File: src/rtl/fifo_pkg.sv
// Shared definitions for the async byte FIFO and its read-side packer.
package fifo_pkg;

  typedef enum logic {FILL, HOLD} pk_state_e;

  localparam int DEF_DATA_W     = 8;
  localparam int DEF_WORD_BYTES = 4;

endpackage

File: src/rtl/fifo_rd_packer.sv
// Read-side FIFO consumer: packs WORD_BYTES popped entries little-endian into one
// valid/ready word, with flush emitting a partial word plus byte-keep mask.
//
// state | meaning
// FILL  | popping entries into lanes of the word under construction
// HOLD  | word presented on m_valid, waiting for m_ready
module fifo_rd_packer
  import fifo_pkg::*;
#(
  parameter int DATA_W     = DEF_DATA_W,
  parameter int WORD_BYTES = DEF_WORD_BYTES,
  parameter int CNT_W      = 16
) (
  input  logic                         rclk,
  input  logic                         rrst_n,
  input  logic                         rempty,
  input  logic [DATA_W-1:0]            rdata,
  output logic                         rinc,
  input  logic                         flush,
  output logic                         m_valid,
  input  logic                         m_ready,
  output logic [DATA_W*WORD_BYTES-1:0] m_data,
  output logic [WORD_BYTES-1:0]        m_keep,
  output logic                         m_last,
  output logic [CNT_W-1:0]             word_cnt
);

  localparam int                WORD_W   = DATA_W * WORD_BYTES;
  localparam int                IDX_W    = $clog2(WORD_BYTES);
  localparam logic [IDX_W-1:0]  LAST_IDX = IDX_W'(WORD_BYTES - 1);

  pk_state_e               state;
  logic [IDX_W-1:0]        byte_idx;
  logic                    pop;
  logic                    word_done;
  logic                    fill_flush;
  logic [IDX_W-1:0]        last_idx;
  logic [WORD_BYTES-1:0]   flush_keep;

  // Gated by reset so the FIFO is never popped while the packer is held in reset.
  assign pop  = rrst_n && !rempty && ((state == FILL) || ((state == HOLD) && m_ready));
  assign rinc = pop;

  assign word_done  = pop && (byte_idx == LAST_IDX);
  assign fill_flush = flush && ((byte_idx != '0) || pop);

  // Highest lane holding data once this edge completes; a same-cycle pop counts.
  always_comb begin
    last_idx   = pop ? byte_idx : (byte_idx - IDX_W'(1));
    flush_keep = '0;
    for (int k = 0; k < WORD_BYTES; k++) begin
      flush_keep[k] = (IDX_W'(k) <= last_idx);
    end
  end

  always_ff @(posedge rclk or negedge rrst_n) begin
    if (!rrst_n) begin
      state    <= FILL;
      byte_idx <= '0;
      m_valid  <= 1'b0;
      m_data   <= '0;
      m_keep   <= '0;
      m_last   <= 1'b0;
      word_cnt <= '0;
    end else begin
      case (state)
        FILL: begin
          if (pop) begin
            for (int k = 0; k < WORD_BYTES; k++) begin
              if (IDX_W'(k) == byte_idx) m_data[k*DATA_W +: DATA_W] <= rdata;
            end
          end
          if (word_done) begin
            state    <= HOLD;
            m_valid  <= 1'b1;
            m_keep   <= '1;
            m_last   <= flush;
            byte_idx <= '0;
          end else if (fill_flush) begin
            state    <= HOLD;
            m_valid  <= 1'b1;
            m_keep   <= flush_keep;
            m_last   <= 1'b1;
            byte_idx <= '0;
          end else if (pop) begin
            byte_idx <= byte_idx + IDX_W'(1);
          end
        end
        HOLD: begin
          if (m_ready) begin
            state    <= FILL;
            word_cnt <= word_cnt + CNT_W'(1);
            m_valid  <= 1'b0;
            m_keep   <= '0;
            m_last   <= 1'b0;
            // A pop on the accepting edge starts the next word without a bubble.
            if (pop) begin
              m_data   <= WORD_W'(rdata);
              byte_idx <= IDX_W'(1);
            end else begin
              m_data   <= '0;
              byte_idx <= '0;
            end
          end
        end
        default: state <= FILL;
      endcase
    end
  end

endmodule

File: config.mk
export PLATFORM = sky130hd
export DESIGN_NAME = fifo_rd_packer
export DESIGN_NICKNAME = d
export VERILOG_FILES = /design/src/rtl/fifo_pkg.sv /design/src/rtl/fifo_rd_packer.sv
export SDC_FILE = /design/constraint.sdc
export NUM_CORES = 1
export LEC_CHECK = 0
export BUFFER_PORTS_ARGS = -buffer_cell sky130_fd_sc_hd__buf_2
export CAP_MARGIN = 10
export CORE_MARGIN = 5
export CORE_UTILIZATION = 45
export CTS_BUF_LIST = sky130_fd_sc_hd__clkbuf_8
export DETAILED_ROUTE_END_ITERATION = 8
export PLACE_DENSITY = 0.72
export SLEW_MARGIN = 20
export SYNTH_ARGS = -nofsm -noshare
export SYNTH_HDL_FRONTEND = slang
export SYNTH_SLANG_ARGS = --single-unit
File: constraint.sdc
create_clock -name rclk -period 2.4 [get_ports rclk]
set_clock_uncertainty 0.1 [all_clocks]
set_input_delay 0.24 -clock rclk [delete_from_list [all_inputs] [get_ports rclk]]
set_output_delay 0.24 -clock rclk [all_outputs]
set_load 0.03 [all_outputs]
# Yosys cells after proc, flatten, opt, wreduce, memory -nomap -nowiden
# Index checks and enable logic that the tools add are counted.
[word_totals] wordCells=76 output_inout_bits=55 in_bits=13 register_bits=57
[op_classes] n_reduce_logical=17 mux=29 order_cmp=4 add_sub_neg=3 eq_ne=12 n_bitwise=1
[op_table] operator="32-bit 2-to-1 mux" n=2
[op_table] operator="32-bit one-hot mux with 2 select lines" n=1
[op_table] operator="8-bit 2-to-1 mux" n=5
[op_table] operator="16-bit by 1-bit adder with 16-bit output (second input constant)" n=1
[op_table] operator="4-bit 2-to-1 mux" n=3
[op_table] operator="3-bit AND reduction" n=4
[op_table] operator="2-bit 2-to-1 mux" n=5
[op_table] operator="1-bit 2-to-1 mux" n=8
[op_table] operator="2-bit by 1-bit != test with 1-bit output (second input constant)" n=4
[op_table] operator="4-bit one-hot mux with 2 select lines" n=1
[op_table] operator="1-bit one-hot mux with 2 select lines" n=3
[op_table] operator="2-bit AND reduction" n=3
[op_table] operator="1-bit logical AND" n=5
[op_table] operator="2-bit == test (first input constant)" n=2
[op_table] operator="1-bit by 2-bit <= comparator with 1-bit output (first input constant)" n=2
[op_table] operator="2-bit <= comparator (first input constant)" n=2
[op_table] operator="2-bit != test (second input constant)" n=2
[op_table] operator="4-bit != test (second input constant)" n=1
[op_table] operator="2-bit one-hot mux with 2 select lines" n=1
[op_table] operator="3-bit != test (second input constant)" n=1
[op_table] operator="2-bit by 1-bit adder with 2-bit output (second input constant)" n=1
[op_table] operator="1-bit by 2-bit == test with 1-bit output (first input constant)" n=1
[op_table] operator="2-bit == test (second input constant)" n=1
[op_table] operator="2-bit zero test" n=1
[op_table] operator="other kinds (5)" n=6

# Logic depth before layout (Yosys ltp)
# Gate-level depths: netlist of the first run.
[depth] word_depth=8 ltp_mapped=6 mapped_depth_nobuf=6

# Worst setup path after synthesis of the first run
# OpenSTA, ideal clock, no wires.
[synth_path] path_type="reg-to-reg" start="reg byte_idx[0]" end="reg m_keep[1]" t_required_ns=2.233 path_slack_ns=0.651 synth_period_minus_slack_ns=1.749 path_stages_with_launch=7 arrival_ns=1.583 n_path_buf=0 setup_time_ns=0.067 cell_sequence="dfrtp_1 > inv_1 > ha_1 > inv_1 > o211a_1 > a311oi_1 > a221o_1"
[synth_via] elab_chain_cells=6 elab_cells_between_ends=13 cone_classes="1 x add/sub; 1 x order compare; 2 x eq/ne; 4 x mux; 5 x reduce/logical"
[synth_rtl] element="start, declared" line_no="fifo_rd_packer.sv:33" text="logic [IDX_W-1:0] byte_idx;"
[synth_rtl] element="start signal, assigned" line_no="fifo_rd_packer.sv:86" text="byte_idx <= byte_idx + IDX_W'(1);"
[synth_rtl] element="2-bit by 1-bit subtractor with 2-bit output" line_no="fifo_rd_packer.sv:49" text="last_idx = pop ? byte_idx : (byte_idx - IDX_W'(1));"
[synth_rtl] element="2-bit 2-to-1 mux" line_no="fifo_rd_packer.sv:49"
[synth_rtl] element="1-bit by 2-bit <= comparator with 1-bit output" line_no="fifo_rd_packer.sv:52" text="flush_keep[k] = (IDX_W'(k) <= last_idx);"
[synth_rtl] element="4-bit 2-to-1 mux" line_no="fifo_rd_packer.sv:79" text="end else if (fill_flush) begin"
[synth_rtl] element="4-bit 2-to-1 mux" line_no="fifo_rd_packer.sv:73" text="if (word_done) begin"
[synth_rtl] element="4-bit one-hot mux with 2 select lines" line_no="fifo_rd_packer.sv:66" text="case (state)"
[synth_rtl] element="end signal, assigned" line_no="fifo_rd_packer.sv:82" text="m_keep <= flush_keep;"
[synth_rtl] element="end, declared" line_no="fifo_rd_packer.sv:23" text="output logic [WORD_BYTES-1:0] m_keep,"
# Parallel ways exist; a longest one is shown, timed or not. The select of a mux whose other input is x is not followed.
# A chain may end at the register's enable or synchronous reset.

# Worst setup path after layout of the first run
[layout_path] start="reg state" end="reg m_data[20]"
[layout_via] elab_chain_cells=5 elab_cells_between_ends=9 cone_classes="3 x eq/ne; 1 x mux; 1 x bitwise; 4 x reduce/logical"
[layout_rtl] element="start, declared" line_no="fifo_rd_packer.sv:32" text="pk_state_e state;"
[layout_rtl] element="start signal, assigned" line_no="fifo_rd_packer.sv:58" text="state <= FILL;"
[layout_rtl] element="start signal, assigned" line_no="fifo_rd_packer.sv:74" text="state <= HOLD;"
[layout_rtl] element="start signal, assigned" line_no="fifo_rd_packer.sv:80" text="state <= HOLD;"
[layout_rtl] element="1-bit logical AND / 1-bit NOT (equally long branches)"
[layout_rtl] element="1-bit logical OR" line_no="fifo_rd_packer.sv:41" text="assign pop = rrst_n && !rempty && ((state == FILL) || ((state == HOLD) && m_ready));"
[layout_rtl] element="1-bit logical AND" line_no="fifo_rd_packer.sv:41"
[layout_rtl] element="2-bit != test (no source line)"
[layout_rtl] element="3-bit AND reduction (no source line)"
[layout_rtl] element="end signal, assigned by index" line_no="fifo_rd_packer.sv:70" text="if (IDX_W'(k) == byte_idx) m_data[k*DATA_W +: DATA_W] <= rdata;"
[layout_rtl] element="end signal, assigned" line_no="fifo_rd_packer.sv:98" text="m_data <= WORD_W'(rdata);"
[layout_rtl] element="end, declared" line_no="fifo_rd_packer.sv:22" text="output logic [DATA_W*WORD_BYTES-1:0] m_data,"
# Parallel ways exist; a longest one is shown, timed or not.

==> flow_summary.toml, run 1 <==
[logic_synthesis]
synth.net_count = 228
synth-seq-area-share_pct = 55.94
ys_warn_count = 0
synth_top_cells_by_area = "dfrtp_1 56%, mux2_2 7.6%, xnor2_1 4.2%, nand2_1 3.6%, a22o_1 2.8%"
synth_top_area_share_pct = 55.94
yosysTopAreaCell = "dfrtp_1"
syn_inst = 210
synth.cell_area_um2 = 2505
synth_area_per_cell_um2 = 11.93
synth_cell_types = 39
synth_seq_cells = 56

[layout]
final_area_um2 = 3022
fin_nets = 300
diodes = 0
num-fill-cells = 512
drive_gt1_share_pct = 37.10
area_growth_pct = 20.63
final_util_pct = 55.21
finalNonFillerCells = 355

[routing]
vias_per_cell = 5.254
via_count = 1865
first_pass_iters = 4
routed_wl_um = 5626
drt-initial-drc-count = 67
drc = 0
ant_nets = 0
routedWlPerCell_um = 15.85

[sta]
slew_viol_final = 0
whs_ps = 11.45
rsz0062_at_grt = "no"
setup_violations = 0
period_needed_ps = 2117
max_clock_freq_ghz = 0.4724
hold_viol = 0
setup_tns_ps = 0
slew_headroom_pct = 54.06
period_share_pct = 88.21
worstMarginPinSlew_ps = 689.0

[worst_setup_path]
cpPeakStageDelay_ps = 710
cp_data_required_time_ps = 2500
timing_worst_setup_path_type = "reg2reg"
crit_fanout = 17
cp_top_family = "flip-flops"
worstPathArrival_ps = 2220
cp_num_buf_inv = 1
crit_path_top_delay_cell = "dfrtp_1"
path_cells = "inv_2 > and2_4 > a21oi_4 > mux2_2"
critPathCaptureType = "flip-flop"
start_kind = "flip-flop"

[grt]
gr-total-overflow = 0
grt_pass1_vias = 1948
grt_antenna_before_repair = 0
grt_max_degree = 57
track_usage_pct = 16.89
grt_pass1_wl_um = 9749

[power]
ir_worst_vdd_mv = 0.6306
power_leakage_nw = 1.613
power.density_nw_per_um2 = 1214

[clocking]
hold_buffers = 0
cts_sinks = 56
post-cts-setup-buffer-count = 0
cts-resized-gates = 0
cts_buffer_depth = 2
numCtsBuffers = 5
path_clk_slew_ps = 100
cts_tree = "built"
clk_latency_ps = 300
cts_max_level = 2
clock-root-buffer = "clkbuf_8"

[floorplan]
num_rows = 27
die_w_um = 84.61
dieArea_um2 = 7159
ios = 68
die_h_um = 84.61
core_um2 = 5473
start_util_pct = 45.77

[outcome]
outcome = "finished, final reports clean"

[place]
hpwl_um = 4137
placed_area_um2 = 2937
placed_cells = 347
place.gp.congestion = 0.8615
port_buffers = 67

[hold_path]
hold_path_class = "in2async"

[flow_run]
cap_violations = 0
## power breakdown
group,switching [mW],total (mW),internal [mW]
Sequential,0.235,1.47,1.24
Clock,0.291,0.492,0.201
Combinational,1.09,1.70,0.609
## flip-flops by register name, summed over array words and instances (netlist names)
| name | flops |
|---|---|
| word_cnt | 16 |
| state | 1 |
| m_last | 1 |
| m_valid | 1 |
| m_keep | 3 |
| byte_idx | 2 |
| m_data | 32 |
## logic make-up after synthesis
kind of cell	after synthesis	share of synthesized area, %
compound gates	28	9.341
flops	56	55.94
buf+inv	15	2.747
xor+xnor	16	5.594
fa+ha+maj	5	2.498
mux	18	8.042
simple gates	72	15.83
## worst register-to-register path: cells and delay by family, from the launching register on
family,cells,cell delay (ps)
buffers and inverters,1,260
AO/OA/AOI/OAI,1,330
AND/OR/NAND/NOR,1,230
multiplexers,1,390
flip-flops,1,710
## metrics by stage
stage               setup WS [ps]  power [mW]
finish                      283.0       3.669
global route                204.7       3.903
CTS                         334.5       3.700
detailed placement          334.4       3.209
global placement            411.6       3.181
floorplan                   650.6       2.680
## synth_stat cells, drive strengths merged
cell type / n
a21o: 3
a21oi: 6
a221o: 1
a22o: 8
a22oi: 1
a311oi: 2
a32o: 1
and2: 2
and2b: 3
and3: 4
and4: 4
buf: 7
clkbuf: 2
dfrtp: 56
ha: 5
inv: 6
mux2: 17
mux2i: 1
nand2: 24
nand3: 13
nand4: 11
nor2: 3
nor2b: 7
o211a: 1
o21ai: 2
o21bai: 1
o31ai: 1
o41ai: 1
or2b: 1
xnor2: 12
xor2: 4
## layout by cell type, fill, tap and decap left out, types with 3 or more instances in the layout
cell / instances
a21o_1: 3
a21oi_1: 4
a22o_1: 8
and2b_1: 3
and3_1: 3
and4_1: 4
buf_2: 67
buf_4: 7
clkbuf_8: 5
dfrtp_1: 56
ha_1: 5
inv_1: 7
mux2_2: 17
nand2_1: 24
nand3_1: 12
nand4_1: 11
nor2_1: 3
nor2b_1: 6
xnor2_1: 12
xor2_1: 4
## area by class of cell
cell class	instances	area, um^2	share of cell area (%)
clock buffer	5	68.82	2.277
clock inverter	3	16.27	0.5383
inverter	6	22.52	0.7453
multi-input combinational	139	1035	34.24
sequential	56	1401	46.38
tap	72	90.09	2.981
timing repair buffer	74	387.9	12.84
## worst paths after layout
kind / start / end / slack, ps / cells past startpoint
max in group asynchronous: rrst_n / m_valid / 1730 / 2
worst max-delay path: state / m_data[20] / 280 / 4
worst max register to register: state / m_data[20] / 280 / 4
worst min-delay path: rrst_n / m_data[17] / 10 / 2
worst min register to register: word_cnt[15] / word_cnt[15] / 380 / 1
min in group rclk: rdata[5] / m_data[5] / 70 / 2
## metal layers
metal  GRT usage [%]  wire length (um)  vias up
met1           23.09              2641      927
met4           5.755                73        0
met3           4.122               273        9
li1                -                 -      887
met5               0                 0        -
met2           26.33              2637       42
Note: power is estimated with default switching activity, not from simulation.
==> run 2, diff against run 1 <==
CORE_MARGIN = 4   (was 5)
CORE_UTILIZATION = 35   (was 45)
PLACE_DENSITY = 0.59   (was 0.72)
==> run 2 against run 1 <==
  * The run now ends with hold timing left
  * Final cell count rose by 6.5%
  * First-iteration DRC count fell by 15%
  * Die area rose by 20%
  * Sequential share of layout area fell by 0.40 points
  * Design area rose by 0.87%
  * Total power rose by 0.85%
  * Global-route usage fell by 2.4 points
  * Fmax rose by 4.7%
  * Critical path depth did not move
  * Sequential cell count did not move
  * Largest power group unchanged
  * Highest routed layer unchanged
==> flow_summary.toml, run 2 (same netlist as run 1, synthesis figures left out) <==
[outcome]
outcome = "finished, violations left"
violations = "hold timing"

[hold_path]
hold_path_class = "in2async"

[grt]
gr-total-overflow = 0
grt_antenna_before_repair = 0
track_usage_pct = 14.50
grt.met2_usage_pct = 20.36
grt_max_degree = 57
met3_usage_pct = 4.712
grt_pass1_wl_um = 9749
use_met1_pct = 21.41
grt.busiest_layer = "met1"
grt_pass1_vias = 1841

[worst_setup_path]
r2r-start = "state"
timing_worst_setup_path_type = "reg2out"
worst-r2r-setup-slack_ps = 390
path_cells = "or2b_4 > nand2_1 > inv_1 > buf_2"
crit_path_top_delay_cell = "dfrtp_1"
worstPathArrival_ps = 1680
cp_data_required_time_ps = 2060
critPathCaptureType = "output pin"
crit_fanout = 17
cpPeakStageDelay_ps = 660
r2r-end = "m_data[14]"
crit_start = "state"
reg2reg_depth = 4
start_kind = "flip-flop"

[layout]
diodes = 0
layout_common_cells = "67 x buf_2, 56 x dfrtp_1, 24 x nand2_1"
top_register = "m_data"
largest_register_ffs = 32
area_growth_pct = 21.68
final_common_cell = "buf_2"
final_util_pct = 44.37
top_regs = "m_data x32, word_cnt x16, m_keep x3"
fin_nets = 299
drive_gt1_share_pct = 37.23

[routing]
routed_wl_um = 5952
drt-initial-drc-count = 57
drc = 0
via_count = 1852
vias_per_cell = 4.899
routedWlPerCell_um = 15.75
first_pass_iters = 4
ant_nets = 0

[sta]
slew_viol_final = 0
rsz0062_at_grt = "no"
whs_ps = -1.557
setup_tns_ps = 0
period_needed_ps = 2021
setup_violations = 0
hold_viol = 11
slew_headroom_pct = 53.74
max_clock_freq_ghz = 0.4948
worstMarginPinSlew_ps = 693.9
period_share_pct = 84.22

[clocking]
cts-resized-gates = 0
clock-root-buffer = "clkbuf_8"
clk_latency_ps = 310
numCtsBuffers = 5
hold_buffers = 0
cts_max_level = 2
cts_buffer_depth = 2
cts_sinks = 56
path_clk_slew_ps = 110
post-cts-setup-buffer-count = 0
cts_tree = "built"

[floorplan]
die_w_um = 92.60
dieArea_um2 = 8575
die_h_um = 92.60
num_rows = 30
core_um2 = 6869
start_util_pct = 36.47
ios = 68

[power]
power.density_nw_per_um2 = 1214
ir_worst_vdd_mv = 0.3821
power_leakage_nw = 1.603

[flow_run]
cap_violations = 0

[place]
place.gp.congestion = 0.9058
hpwl_um = 4431
port_buffers = 67
-- run 2: cell types whose count changed in the layout (fill, tap and decap cells not counted), sizes merged --
cell and change:
inv -1, buf -1, clkinvlp +1
-- run 2: worst max path at each step --
stage	end	cells past startpoint
CTS	rinc	4
finish	rinc	4
detailed placement	m_data[20]	4
floorplan	m_keep[1]	6
global route	m_data[13]	4
global placement	m_data[13]	4
-- run 2: where the power goes --
group | total, mW | switching, mW | internal, mW
Combinational | 1.71 | 1.10 | 0.608
Sequential | 1.47 | 0.229 | 1.24
Clock | 0.521 | 0.316 | 0.204
Total | 3.70 | 1.65 | 2.05
-- run 2: per-layer routing --
metal / up-vias / wire [um]
met5: - / 0
met4: 0 / 45
met3: 7 / 378
met2: 52 / 2625
met1: 906 / 2902
li1: 887 / -
-- run 2: cell type report --
class | instances | area (um^2)
Clock buffer | 5 | 68.82
Clock inverter | 3 | 20.02
Fill cell | 688 | 3821
Inverter | 6 | 22.52
Multi-Input combinational cell | 139 | 1035
Sequential cell | 56 | 1401
Tap cell | 96 | 120.1
Timing Repair Buffer | 73 | 380.4
-- run 2: through the flow --
stage          cells  setup slack, ps  total power [mW]  instance area (um^2)
4_1_cts          378            356.7             3.746                  3048
6_report         378            378.8             3.700                  3048
3_5_place_dp     370            361.6             3.221                  2959
5_1_grt          378            216.8             3.935                  3048
2_1_floorplan    210            650.6             2.680                  2505
3_3_place_gp     370            376.3             3.212                  2959
-- run 2: worst max-delay path, delay by kind of cell, from the launching register on --
family,cells,cell delay [ps]
AND/OR/NAND/NOR,2,480
flip-flops,1,660
buffers and inverters,2,230
==> run 3, diff against run 2 <==
PLACE_DENSITY = 0.61   (was 0.59)
clock period = 1.8 ns   (was 2.4 ns; I/O delays follow)
==> run 3 against run 2 <==
  * Utilization rose by 2.1 points
  * Clock power rose by 56%
  * The run now ends clean
  * Critical path type unchanged
  * Sequential share of layout area fell by 2.0 points
  * First-iteration DRC count fell by 35%
  * Register-to-register slack got worse by 300 ps
  * Total power rose by 40%
  * Critical endpoint unchanged
  * Count of clock-buffer cells in the layout did not move
  * Via count rose by 1.8%
  * Sequential cell count did not move
  * Worst setup slack got worse by 290 ps
  * Combinational power rose by 44%
==> flow_summary.toml, run 3 (same netlist as run 1, synthesis figures left out) <==
[outcome]
outcome = "finished, final reports clean"

[floorplan]
ios = 68
dieArea_um2 = 8575
die_w_um = 92.60
num_rows = 30
start_util_pct = 36.47
die_h_um = 92.60
core_um2 = 6869

[sta]
setup_violations = 0
hold_viol = 0
whs_ps = 10.12
max_clock_freq_ghz = 0.5827
period_needed_ps = 1716
slew_viol_final = 0
setup_tns_ps = 0
rsz0062_at_grt = "no"
worstMarginPinSlew_ps = 711.4
period_share_pct = 95.34
slew_headroom_pct = 52.58

[place]
hpwl_um = 4436
place.gp.congestion = 0.8575
port_buffers = 67

[grt]
grt.busiest_layer = "met2"
use_met1_pct = 20.65
grt_max_degree = 57
track_usage_pct = 14.74
grt_antenna_before_repair = 0
gr-total-overflow = 0
grt_pass1_wl_um = 9922
met3_usage_pct = 4.062
grt_pass1_vias = 1940
grt.met2_usage_pct = 22.05

[clocking]
post-cts-setup-buffer-count = 0
cts_sinks = 56
clk_latency_ps = 310
cts_tree = "built"
path_clk_slew_ps = 100
cts_max_level = 2
cts_buffer_depth = 2
clock-root-buffer = "clkbuf_8"
numCtsBuffers = 5

[routing]
ant_nets = 0
routed_wl_um = 6035
routedWlPerCell_um = 15.40
first_pass_iters = 4
via_count = 1886
vias_per_cell = 4.811
drc = 0
drt-initial-drc-count = 37

[worst_setup_path]
r2r-start = "byte_idx[0]"
worst-r2r-setup-slack_ps = 90
crit_fanout = 6
reg2reg_depth = 4
crit_path_top_delay_cell = "dfrtp_2"
worstPathArrival_ps = 1440
timing_worst_setup_path_type = "reg2out"
cpPeakStageDelay_ps = 450
path_cells = "or2b_4 > nand2_1 > buf_4 > inv_1 > buf_2"
start_kind = "flip-flop"
cp_data_required_time_ps = 1520
critPathCaptureType = "output pin"
r2r-end = "m_data[8]"

[layout]
top_register = "m_data"
diodes = 0
fin_nets = 313
top_regs = "m_data x32, word_cnt x16, m_keep x3"
drive_gt1_share_pct = 41.89
area_growth_pct = 27.37
largest_register_ffs = 32
final_common_cell = "buf_2"
layout_common_cells = "67 x buf_2, 55 x dfrtp_1, 24 x nand2_1"

[hold_path]
hold_depth = 2
hold_path_end = "m_data[4]"
min_from = "rdata[4]"
hold_path_class = "in2reg"

[power]
power_leakage_nw = 1.680
power.density_nw_per_um2 = 1624
ir_worst_vdd_mv = 0.7154

[flow_run]
cap_violations = 0
==> run 3: worst max-delay path by stage <==
| stage | endpoint | start | cells past startpoint |
|---|---|---|---|
| after floorplan | m_keep[1] | byte_idx[0] | 6 |
| after global placement | m_data[15] | rrst_n | 6 |
| after detailed placement | m_data[11] | rrst_n | 6 |
| after CTS | rinc | state | 5 |
| after global routing | m_data[3] | byte_idx[0] | 5 |
| final | rinc | state | 5 |
==> run 3: cell type report <==
cell class | instances | area [um^2]
clock buffer | 5 | 68.82
sequential | 56 | 1403
fill | 659 | 3679
multi-input combinational | 139 | 1050
clock inverter | 3 | 38.79
tap | 96 | 120.1
inverter | 6 | 22.52
timing repair buffer | 87 | 488.0
==> run 3: timing repair <==
item | in CTS | in global routing
hold endpoints to repair | 56 | 0
resized for setup | 0 | 7
setup endpoints to repair | 0 | 16
hold buffers | 1 | 0
==> run 3: metal layers <==
metal / wire length [um] / part of all wire, % / vias up
met5: 0 / 0 / -
met4: 70 / 1.2 / 0
met3: 359 / 5.9 / 7
met2: 2693 / 45 / 53
met1: 2912 / 48 / 917
li1: - / - / 909
==> run 3: worst max-delay path, delay by kind of cell, from the launching register on <==
family,cells,cell delay [ps]
flip-flops,1,450
buffers and inverters,3,370
AND/OR/NAND/NOR,2,300
==> run 3: power by group <==
group | switching [mW] | leakage, nW | internal, mW | total (mW)
Clock | 0.407 | 0.0593 | 0.408 | 0.815
Combinational | 1.56 | 0.892 | 0.904 | 2.47
Sequential | 0.243 | 0.728 | 1.66 | 1.90
==> run 3: per-stage QoR <==
stage	total power, mW	setup slack [ps]	util (%)	cells	area (um^2)
2_1_floorplan	3.573	50.55	-	210	2505
3_5_place_dp	4.406	22.50	44.50	383	3057
6_report	5.181	83.92	46.45	392	3191
3_3_place_gp	4.368	37.80	44.50	383	3057
4_1_cts	5.228	34.32	46.21	392	3174
5_1_grt	5.504	2.434	46.45	392	3191
